<file path="config.mk">
export PLATFORM = sky130hd
export DESIGN_NAME = prom_mb7112_reader
export DESIGN_NICKNAME = d
export VERILOG_FILES = /design/src/rtl/prom_mb7112_reader.sv
export SDC_FILE = /design/constraint.sdc
export NUM_CORES = 1
export LEC_CHECK = 0
export BUFFER_PORTS_ARGS = -buffer_cell sky130_fd_sc_hd__buf_2
export CORE_MARGIN = 4
export CORE_UTILIZATION = 45
export DETAILED_ROUTE_END_ITERATION = 12
export GPL_ROUTABILITY_DRIVEN = 0
export HOLD_SLACK_MARGIN = 0.05
export PLACE_DENSITY = 0.79
export SETUP_SLACK_MARGIN = 0.4
export SLEW_MARGIN = 20
export SYNTH_ARGS = -nofsm -noshare
export SYNTH_HDL_FRONTEND = slang
export SYNTH_SLANG_ARGS = --single-unit
</file>
<file path="constraint.sdc">
create_clock -name CLK -period 2.2 [get_ports CLK]
set_input_delay 0.22 -clock CLK [delete_from_list [all_inputs] [get_ports CLK]]
set_output_delay 0.22 -clock CLK [all_outputs]
set_load 0.01 [all_outputs]
</file>
<file path="src/rtl/prom_mb7112_reader.sv">
// Synchronous read initiator for MB7112-style asynchronous PROMs.
// Drives the PROM enable and address, waits out the access time, captures Q,
// then holds the enable off for a recovery period. It serves single-byte
// REQ/ACK reads and a bulk DUMP that streams every location to a shadow RAM.
module prom_mb7112_reader #(
    parameter int ADDR_WIDTH     = 5,
    parameter int DATA_WIDTH     = 8,
    parameter int WAIT_CYCLES    = 4,
    parameter int RELEASE_CYCLES = 2
) (
    input  logic                  CLK,
    input  logic                  nRESET,
    input  logic                  REQ,
    input  logic [ADDR_WIDTH-1:0] REQ_A,
    output logic                  ACK,
    output logic [DATA_WIDTH-1:0] DOUT,
    input  logic                  DUMP,
    output logic                  BUSY,
    output logic                  WR_EN,
    output logic [ADDR_WIDTH-1:0] WR_A,
    output logic [DATA_WIDTH-1:0] WR_D,
    output logic                  DONE,
    output logic                  PROM_nE,
    output logic [ADDR_WIDTH-1:0] PROM_A,
    input  logic [DATA_WIDTH-1:0] PROM_Q
);

    // Timing parameters must fit the 4-bit wait and release counters.
    generate
        if (WAIT_CYCLES < 1 || WAIT_CYCLES > 15 ||
            RELEASE_CYCLES < 0 || RELEASE_CYCLES > 15) begin : g_param_err
            initial begin
                $display("prom_mb7112_reader: WAIT_CYCLES must be 1..15 and RELEASE_CYCLES 0..15");
                $finish;
            end
        end
    endgenerate

    typedef enum logic [1:0] {
        S_IDLE,
        S_ACCESS,
        S_RELEASE
    } state_t;

    // Wait counter runs WAIT_CYCLES-1 .. 0; capture happens on the zero edge.
    localparam logic [3:0] WAIT_LOAD     = 4'(WAIT_CYCLES - 1);
    // A single read returns to IDLE on the release expiry edge and the next
    // accept costs one more edge. A dump spends that extra edge in RELEASE
    // instead, so both paths keep the same WAIT+RELEASE+1 period.
    localparam logic [3:0] REL_LOAD_READ = (RELEASE_CYCLES > 0) ? 4'(RELEASE_CYCLES - 1) : 4'd0;
    localparam logic [3:0] REL_LOAD_DUMP = 4'(RELEASE_CYCLES);
    localparam bit         HAS_RELEASE   = (RELEASE_CYCLES > 0);
    localparam logic [ADDR_WIDTH-1:0] LAST_A = '1;

    state_t                r_state;
    logic [3:0]            r_wait_cnt;
    logic [3:0]            r_rel_cnt;
    logic                  r_dump;
    logic                  r_last;
    logic                  r_ack;
    logic [DATA_WIDTH-1:0] r_dout;
    logic                  r_busy;
    logic                  r_wr_en;
    logic [ADDR_WIDTH-1:0] r_wr_a;
    logic [DATA_WIDTH-1:0] r_wr_d;
    logic                  r_done;
    logic                  r_prom_ne;
    logic [ADDR_WIDTH-1:0] r_prom_a;

    logic w_wait_done;
    logic w_rel_done;
    logic w_at_last;

    assign w_wait_done = (r_wait_cnt == 4'd0);
    assign w_rel_done  = (r_rel_cnt == 4'd0);
    assign w_at_last   = (r_prom_a == LAST_A);

    // Access sequencer: accept, wait for access time, capture, recover.
    always_ff @(posedge CLK) begin
        if (!nRESET) begin
            r_state    <= S_IDLE;
            r_wait_cnt <= 4'd0;
            r_rel_cnt  <= 4'd0;
            r_dump     <= 1'b0;
            r_last     <= 1'b0;
            r_ack      <= 1'b0;
            r_dout     <= '0;
            r_busy     <= 1'b0;
            r_wr_en    <= 1'b0;
            r_wr_a     <= '0;
            r_wr_d     <= '0;
            r_done     <= 1'b0;
            r_prom_ne  <= 1'b1;
            r_prom_a   <= '0;
        end else begin
            // Strobes are single-cycle unless re-asserted below.
            r_ack   <= 1'b0;
            r_wr_en <= 1'b0;
            r_done  <= 1'b0;

            case (r_state)
                S_IDLE: begin
                    if (DUMP) begin
                        // Dump wins over a simultaneous REQ; the REQ is dropped.
                        r_dump     <= 1'b1;
                        r_last     <= 1'b0;
                        r_prom_a   <= '0;
                        r_prom_ne  <= 1'b0;
                        r_busy     <= 1'b1;
                        r_wait_cnt <= WAIT_LOAD;
                        r_state    <= S_ACCESS;
                    end else if (REQ) begin
                        r_dump     <= 1'b0;
                        r_prom_a   <= REQ_A;
                        r_prom_ne  <= 1'b0;
                        r_busy     <= 1'b1;
                        r_wait_cnt <= WAIT_LOAD;
                        r_state    <= S_ACCESS;
                    end
                end

                S_ACCESS: begin
                    if (!w_wait_done) begin
                        r_wait_cnt <= r_wait_cnt - 4'd1;
                    end else begin
                        // Capture edge: PROM_Q is only looked at here.
                        r_prom_ne <= 1'b1;
                        if (r_dump) begin
                            r_wr_d    <= PROM_Q;
                            r_wr_a    <= r_prom_a;
                            r_wr_en   <= 1'b1;
                            r_done    <= w_at_last;
                            r_last    <= w_at_last;
                            r_rel_cnt <= REL_LOAD_DUMP;
                            r_state   <= S_RELEASE;
                            if (!HAS_RELEASE) begin
                                r_prom_a <= r_prom_a + 1'b1;
                            end
                        end else begin
                            r_dout <= PROM_Q;
                            r_ack  <= 1'b1;
                            if (HAS_RELEASE) begin
                                r_rel_cnt <= REL_LOAD_READ;
                                r_state   <= S_RELEASE;
                            end else begin
                                r_busy  <= 1'b0;
                                r_state <= S_IDLE;
                            end
                        end
                    end
                end

                S_RELEASE: begin
                    if (!w_rel_done) begin
                        r_rel_cnt <= r_rel_cnt - 4'd1;
                    end else begin
                        if (r_dump && HAS_RELEASE) begin
                            r_prom_a <= r_prom_a + 1'b1;
                        end
                        if (r_dump && !r_last) begin
                            // Next dump location: behaves exactly like an accept.
                            r_prom_ne  <= 1'b0;
                            r_wait_cnt <= WAIT_LOAD;
                            r_state    <= S_ACCESS;
                        end else begin
                            r_dump  <= 1'b0;
                            r_last  <= 1'b0;
                            r_busy  <= 1'b0;
                            r_state <= S_IDLE;
                        end
                    end
                end

                default: begin
                    r_prom_ne <= 1'b1;
                    r_busy    <= 1'b0;
                    r_dump    <= 1'b0;
                    r_state   <= S_IDLE;
                end
            endcase
        end
    end

    assign ACK     = r_ack;
    assign DOUT    = r_dout;
    assign BUSY    = r_busy;
    assign WR_EN   = r_wr_en;
    assign WR_A    = r_wr_a;
    assign WR_D    = r_wr_d;
    assign DONE    = r_done;
    assign PROM_nE = r_prom_ne;
    assign PROM_A  = r_prom_a;

endmodule

</file>
==> impl_results.rst, run 1 <==
.. list-table::
   :header-rows: 1

   * - Metric
     - Value
   * - Delay of the slowest cell on the worst path
     - 360 ps
   * - CTS Root Cell
     - clkbuf_8
   * - Asr flop ratio synth
     - 0
   * - Crit Path Class
     - reg2reg
   * - Final standard cell area without fillers
     - 2470 sq um
   * - Via count of the first global-routing pass
     - 1739
   * - Worst rel slew slack
     - 0.734
   * - Worst Hold Path Cells
     - 3
   * - Core Box Area
     - 4060 sq um
   * - Number of warnings printed during yosys synthesis
     - 0
   * - Met3 WL
     - 287 um
   * - Unrepaired setup endpoints after global routing
     - yes
   * - Worst reg2reg endpoint
     - DONE$_SDFF_PN0_
   * - Via density per instance
     - 5.49
   * - Number of antenna-violating nets in the routed design
     - 0
   * - Endpoint, Worst Hold
     - WR_D[7]$_SDFFE_PN0P_
   * - Share of final-layout standard cells stronger than drive strength 1
     - 0.314
   * - CP Launch Type
     - flip-flop
   * - Starting density of the core
     - 0.472
   * - Number of buffers inserted by port buffering
     - 47
   * - Synth Area per Inst
     - 8.43 sq um
   * - Cells along the critical path
     - inv_4 > ha_4 > or3b_4 > or3_1 > a221oi_2 > and4_1
   * - Inserted Clock Buffers
     - 5
   * - Worst Max-Slew Pin Slew
     - 397 ps
   * - Clock Power Share
     - 0.296
   * - Sequential cell area
     - 866 sq um
   * - Detailed Place HPWL
     - 3360 um
   * - Max Transition Viols Final
     - 0
   * - Hold wc startpoint
     - PROM_Q[7]
   * - Type of the tightest min-delay check
     - in2reg
   * - Status
     - completed
   * - Final Skew
     - 4.40 ps
   * - Total die area
     - 5360 sq um
   * - Synth area leaders
     - dfxtp_1 (45%), nand2_1 (8.0%), a21oi_1 (6.8%)
   * - Maximum count of clock buffers along a single path
     - 2
   * - Tcrit/Tclk final
     - 0.814
   * - Post-synth net total
     - 250
   * - Minimum setup slack among reg-to-reg paths
     - between 400 and 500 ps
   * - Top cell family by delay on the critical path
     - simple AND/OR/NAND/NOR gates
   * - Share of total power consumed by net switching
     - 0.310
   * - Maximum vdd ir drop
     - 0.000492 V
   * - Wire length on met2
     - 2360 um
   * - Post-Synthesis Cell Area
     - 1910 sq um
   * - Static leakage
     - 1.05 nW
   * - Global-route wire length before repair
     - 7850 um
   * - Share of the synthesized area in the top cell type
     - 0.450
   * - Number of max-cap violations
     - 0
   * - Portion of total power attributed to combinational logic
     - 0.268
   * - Synthesis-to-layout area growth
     - 29.0%
   * - Number of fillers in the final layout
     - 358
   * - Setup-failing EPs final
     - 0
   * - Detailed-route via count
     - 1849
   * - CP Data Required Time
     - 2450 ps
   * - Number of I/O pins
     - 48
   * - Seq pwr share
     - 0.436
   * - Yosys reg bits
     - 43
   * - Depth of the worst register-to-register path
     - 6
   * - Worst Path Max Fanout
     - 4
   * - Reg2reg start
     - r_wait_cnt[0]$_SDFFE_PN0P_
   * - Cell Area, Placed
     - 2270 sq um
   * - Top layer reached by signal wires
     - met4
   * - Overall global routing resource usage
     - 0.188
   * - Area leader, netlist
     - dfxtp_1
   * - Drt initial violations
     - 186
   * - Net switching component of the power
     - 0.000650 W
   * - Initial antenna violation count
     - 0
   * - Number of distinct standard cells referenced by the synthesized netlist
     - 39
   * - Clk Latency, worst-skew pair
     - 300 ps
   * - Worst-path cell with the longest stage delay
     - or3b_4
   * - CTS tree
     - yes
   * - Buffering stage count on the worst path with inverters included
     - 1
   * - Number of iterations in the first detailed-routing pass
     - 4
   * - Final critical path time including I/O delays and setup
     - 1790 ps
   * - Sequential area share after synthesis
     - 0.450
   * - DRC violation count after routing
     - 0
   * - Level count of the clock H-tree
     - 2
   * - Clk sinks
     - 43
   * - Total Negative Setup Slacks
     - 0 ps
   * - Top FF cell, synth
     - dfxtp_1
   * - Post-synth EDFFs
     - 0
   * - Crit. End Element
     - flip-flop
   * - Cell Int Power
     - 0.00144 W
   * - Fmax
     - 0.558 GHz
   * - Cell area power density
     - 849 nW/um^2
   * - Post-route met1 wirelength
     - about 2100 um
   * - Gate Count Post-Synth
     - 227
   * - Congestion Overflow GR
     - 0
   * - CTS clk-pin slew, worst paths
     - roughly 80 ps
   * - Largest net degree at the start of global routing
     - 26
   * - Arrival time worst endpoint
     - 2040 ps
   * - Number of nets in the layout
     - 309
   * - Number of standard-cell rows in the floorplan
     - 23
   * - Wire length per cell after detailed routing
     - 14.2 um
   * - Total wire length
     - 4790 um
   * - Vert. Die Dim
     - roughly 73 um
   * - Combined area of the multi-input logic cells
     - a little over 1000 sq um
   * - Final Hold Fails
     - 0
   * - Antenna cell count
     - 0
   * - Die outline width
     - 73.2 um
-- worst max-delay path by stage --
| stage | start | end | slack [ps] | depth (start not counted) |
|---|---|---|---|---|
| global placement | r_wait_cnt[0]$_SDFFE_PN0P_ | DONE$_SDFF_PN0_ | 390 | 6 |
| global route | r_wait_cnt[0]$_SDFFE_PN0P_ | r_wait_cnt[1]$_SDFFE_PN0P_ | 340 | 7 |
| CTS | r_wait_cnt[0]$_SDFFE_PN0P_ | DONE$_SDFF_PN0_ | 360 | 6 |
| finish | r_wait_cnt[0]$_SDFFE_PN0P_ | DONE$_SDFF_PN0_ | 410 | 6 |
| detailed placement | r_wait_cnt[0]$_SDFFE_PN0P_ | r_last$_SDFFE_PN0P_ | 320 | 6 |
| floorplan | r_wait_cnt[0]$_SDFFE_PN0P_ | DONE$_SDFF_PN0_ | 430 | 6 |
-- synth_stat cells, types with 2 or more instances --
master     count
a2111oi_0      2
a211o_1        2
a211oi_1       4
a21o_1         3
a21oi_1       26
buf_2          4
clkbuf_1       8
dfxtp_1       43
ha_1           6
inv_1          5
mux2i_1        9
nand2_1       41
nand2b_1       3
nand3_1        5
nor2_1        20
nor2b_1        3
nor3_1         9
nor3b_1        5
o21ai_0        6
o32ai_1        3
xor2_1         2
-- registers in the layout, indices dropped and copies added, names as in the netlist --
name / flops
ACK: 1
r_state: 2
r_rel_cnt: 4
DONE: 1
PROM_nE: 1
r_last: 1
WR_D: 8
r_dump: 1
PROM_A: 5
DOUT: 8
WR_A: 5
WR_EN: 1
r_wait_cnt: 4
BUSY: 1
-- cell usage in the layout (no fill, tap or decap), types with 2 or more instances in the layout --
master,Yosys,layout
inv_4,0,2
nor3b_1,5,4
ha_1,6,5
dfxtp_2,0,4
o32ai_1,3,3
a21o_1,3,3
nand2_1,41,41
mux2i_1,9,9
buf_4,0,15
nand3_1,5,5
or3b_4,1,2
a211o_1,2,2
a2111oi_1,0,2
xor2_1,2,2
buf_2,4,47
o21ai_0,6,6
nor2b_1,3,3
a211oi_1,4,3
nand2b_1,3,3
nor3_1,9,9
clkbuf_8,0,5
dfxtp_1,43,39
a21oi_1,26,26
inv_1,5,3
nor2_1,20,20
-- cell families after synthesis --
family | synth area share
simple gates | 0.237
compound gates | 0.180
flops | 0.450
buf+inv | 0.0379
mux | 0.0471
fa+ha+maj | 0.0392
xor+xnor | 0.00915
-- stage by stage --
step                      hold WS [ps]  cells  total power, W  utilization  setup slack, ps
after floorplan                    356    227         0.00125            -              427
after global placement             439    325         0.00141        0.560              392
after detailed placement           446    325         0.00142        0.560              320
after CTS                          149    334         0.00205        0.592              362
after global routing               152    337         0.00220        0.608              341
final                              161    337         0.00210        0.608              409
-- area by class of cell --
class | instances | area share
Inverter | 6 | 0.0112
Timing Repair Buffer | 64 | 0.154
Multi-Input combinational cell | 166 | 0.414
Sequential cell | 43 | 0.351
Clock inverter | 3 | 0.0177
Tap cell | 50 | 0.0253
Clock buffer | 5 | 0.0279
-- layer usage --
layer,GRT usage,vias to the layer above
li1,-,917
met1,0.239,873
met2,0.297,52
met3,0.0551,7
met4,0.0799,0
met5,0,-
-- repair_timing --
action | in CTS | in global routing
resized for setup | 5 | 15
pin swaps | 2 | 2
setup buffers | 1 | 3
hold buffers | 0 | 0
endpoints found under the setup margin | 8 | 28
endpoints found under the hold margin | 0 | 0
-- worst register-to-register path, delay by kind of cell, from the launching register on --
family          cells  cell delay (ps)
buf+inv             1               70
fa+ha+maj           1              120
compound gates      1              280
simple gates        3              910
flops               1              340
-- power by group through the flow --
stage | clock network (W) | registers (W) | logic [W]
6_report | 0.000619 | 0.000913 | 0.000562
5_1_grt | 0.000658 | 0.000926 | 0.000617
4_1_cts | 0.000631 | 0.000905 | 0.000519
3_5_place_dp | 0 | 0.000921 | 0.000501
3_3_place_gp | 0 | 0.000918 | 0.000492
2_1_floorplan | 0 | 0.000917 | 0.000332
No activity file was read; power rests on OpenSTA's default activity.
==> run 2, diff against run 1 <==
==> constraint.sdc (replaced) <==
create_clock -name CLK -period 1.65 [get_ports CLK]
set_input_delay 0.165 -clock CLK [delete_from_list [all_inputs] [get_ports CLK]]
set_output_delay 0.165 -clock CLK [all_outputs]
set_load 0.01 [all_outputs]
==> run 2 against run 1 <==
Compared with the run above:
- the flow now finishes with violations (setup timing)
- utilization rose by 9.9 points
- critical path depth rose by 2
- largest power group unchanged
- critical path type unchanged
- cell area is 16% higher
==> impl_results.rst, run 2 (synthesis results as in run 1) <==
.. list-table::
   :header-rows: 1

   * - Metric
     - Value
   * - Cell Area, Placed
     - ~2400 sq um
   * - Launch point of the worst path
     - r_wait_cnt[0]$_SDFFE_PN0P_
   * - CTS Root Cell
     - clkbuf_8
   * - Overall global routing resource usage
     - 0.214
   * - Share of final-layout standard cells stronger than drive strength 1
     - 0.479
   * - Final critical path time including I/O delays and setup
     - 1870 ps
   * - Clock Power Share
     - 0.235
   * - Total placed cells including tap cells
     - 336
   * - Final standard cell area without fillers
     - 2870 sq um
   * - Cell Int Power
     - a little under 0.002 W
   * - Hold buffer count at cts
     - 0
   * - Level count of the clock H-tree
     - 2
   * - Via density per instance
     - 5.73
   * - Vert. Die Dim
     - 73.2 um
   * - Number of buffers inserted by port buffering
     - 47
   * - Starting density of the core
     - 0.472
   * - Tcrit/Tclk final
     - 1.14
   * - Total die area
     - around 5400 sq um
   * - Portion of total power attributed to combinational logic
     - 0.373
   * - Maximum count of clock buffers along a single path
     - 2
   * - Worst rel slew slack
     - 0.734
   * - Detailed-route via count
     - approximately 2.1k
   * - Most frequent standard cell in the layout excluding fill and tap cells
     - buf_2
   * - Highest-count cells in the layout ignoring fill and taps
     - buf_2 (47), dfxtp_1 (37), nand2_1 (37)
   * - Crit Path Class
     - reg2reg
   * - Type of the tightest min-delay check
     - in2reg
   * - Number of antenna-violating nets in the routed design
     - 0
   * - Initial antenna violation count
     - 0
   * - Cell area power density
     - 1070 nW/um^2
   * - Reg2reg start
     - r_wait_cnt[0]$_SDFFE_PN0P_
   * - GR Layer Usage met2
     - 0.342
   * - Number of I/O pins
     - 48
   * - Tightest hold margin
     - 97.9 ps
   * - Antenna cell count
     - 0
   * - Clk sinks
     - 43
   * - Via count of the first global-routing pass
     - 1864
   * - Global-route wire length before repair
     - 8800 um
   * - Hold wc startpoint
     - PROM_Q[0]
   * - Worst-path cell with the longest stage delay
     - or3b_4
   * - Delay of the slowest cell on the worst path
     - approximately 380 ps
   * - Final Skew
     - 6.78 ps
   * - Most crowded layer after global routing
     - met2
   * - Number of max-cap violations
     - 0
   * - Die outline width
     - 73.2 um
   * - Worst Path Max Fanout
     - 8
   * - CTS tree
     - yes
   * - Total wire length
     - 6300 um
   * - Detailed Place HPWL
     - 3520 um
   * - CP Data Required Time
     - 1840 ps
   * - Share of total power consumed by net switching
     - 0.355
   * - Failing checks
     - setup timing
   * - Net switching component of the power
     - 0.00109 W
   * - Total power of the final layout
     - 0.00306 W
   * - Met1 Resource Use GR
     - 0.275
   * - Number of standard-cell rows in the floorplan
     - 23
   * - Unrepaired setup endpoints after global routing
     - yes
   * - Final Hold Fails
     - 0
   * - Static leakage
     - 1.24 nW
   * - Number of iterations in the first detailed-routing pass
     - 5
   * - Pre-CTS setup slack
     - -126 ps
   * - Synthesis-to-layout area growth
     - 49.9%
   * - Top cell family by delay on the critical path
     - simple AND/OR/NAND/NOR gates
   * - Core Box Area
     - 4060 sq um
   * - Wire length per cell after detailed routing
     - between 15 and 20 um
   * - Inserted Clock Buffers
     - 5
   * - Congestion Overflow GR
     - 0
   * - Worst Max-Slew Pin Slew
     - 398 ps
   * - Drt initial violations
     - roughly 230
   * - Largest net degree at the start of global routing
     - 26
   * - Clk Latency, worst-skew pair
     - 310 ps
   * - Maximum vdd ir drop
     - 0.000823 V
   * - Status
     - finished with violations
   * - Fmax
     - ~0.53 GHz
   * - DRC violation count after routing
     - 0
   * - Number of nets in the layout
     - 331
   * - Cells along the critical path
     - inv_2 > ha_4 > or3b_4 > buf_6 > nor3_4 > buf_12 > mux2i_1 > nor2_1
   * - Buffering stage count on the worst path with inverters included
     - 3
   * - Global Route met3 Usage
     - 0.0565
   * - Crit. End Element
     - flip-flop
   * - CTS clk-pin slew, worst paths
     - about 90 ps
   * - Max Transition Viols Final
     - 0
   * - Seq pwr share
     - 0.392
   * - CP Launch Type
     - flip-flop
   * - Minimum setup slack in the final design
     - -223 ps
   * - Arrival time worst endpoint
     - 2060 ps
   * - Non-filler instance count after layout
     - roughly 360
   * - Setup-failing EPs final
     - 24
run 2: cell count changes in the layout (fill, tap and decap cells not counted), moves of 3 or more:
cell | before | now
buf_6 | 1 | 6
buf_4 | 15 | 30
inv_2 | 0 | 4
a21oi_1 | 26 | 20
nand2_1 | 41 | 37
nor3_2 | 0 | 3
nand3_1 | 5 | 2
o21ai_0 | 6 | 1
nor3_1 | 9 | 5
a21oi_2 | 0 | 6
run 2: metrics by stage:
step / utilization / TNS [ps]
after global placement: 0.594 / -334
final: 0.707 / -2220
after global routing: 0.707 / -4060
after detailed placement: 0.594 / -752
after CTS: 0.656 / -1290
after floorplan: - / -208
run 2: final timing paths:
check        slack [ps]  cells past startpoint                    to
max                -220                      8  DOUT[3]$_SDFFE_PN0P_
min                 100                      3  WR_D[0]$_SDFFE_PN0P_
max reg2reg        -220                      8  DOUT[3]$_SDFFE_PN0P_
min reg2reg         460                      2  WR_D[0]$_SDFFE_PN0P_
run 2: worst register-to-register path: cells and delay by family, from the launching register on:
family,cells,cell delay [ps]
multiplexers,1,230
AND/OR/NAND/NOR,3,670
flip-flops,1,340
buffers and inverters,3,390
adder cells (fa/ha/maj),1,130
run 2: layer usage:
layer | wire, um | vias to the layer above
met2 | 3180 | 116
met3 | 497 | 28
met1 | 2440 | 965
li1 | - | 948
met4 | 177 | 0
met5 | 0 | -
run 2: repair_timing:
action | in CTS | in global routing
gates resized for setup | 25 | 33
cloned | 1 | 1
pin swaps | 9 | 9
endpoints found under the setup margin | 43 | 43
buffers inserted | 7 | 6
run 2: layout make-up:
| class | instances | area (sq um) |
|---|---|---|
| inverter | 6 | 22.5 |
| multi-input combinational | 166 | 1230 |
| clock inverter | 3 | 23.8 |
| fill | 284 | 1190 |
| tap | 50 | 62.6 |
| sequential | 43 | 871 |
| clock buffer | 5 | 68.8 |
| timing repair buffer | 86 | 588 |
run 2: power by group through the flow:
stage | clock [W] | sequential, W | combinational, W
after floorplan | 0 | 0.00123 | 0.000481
after global placement | 0 | 0.00121 | 0.000788
after detailed placement | 0 | 0.00121 | 0.000801
after CTS | 0.000716 | 0.00119 | 0.000916
after global routing | 0.000776 | 0.00121 | 0.00122
final | 0.000717 | 0.00120 | 0.00114
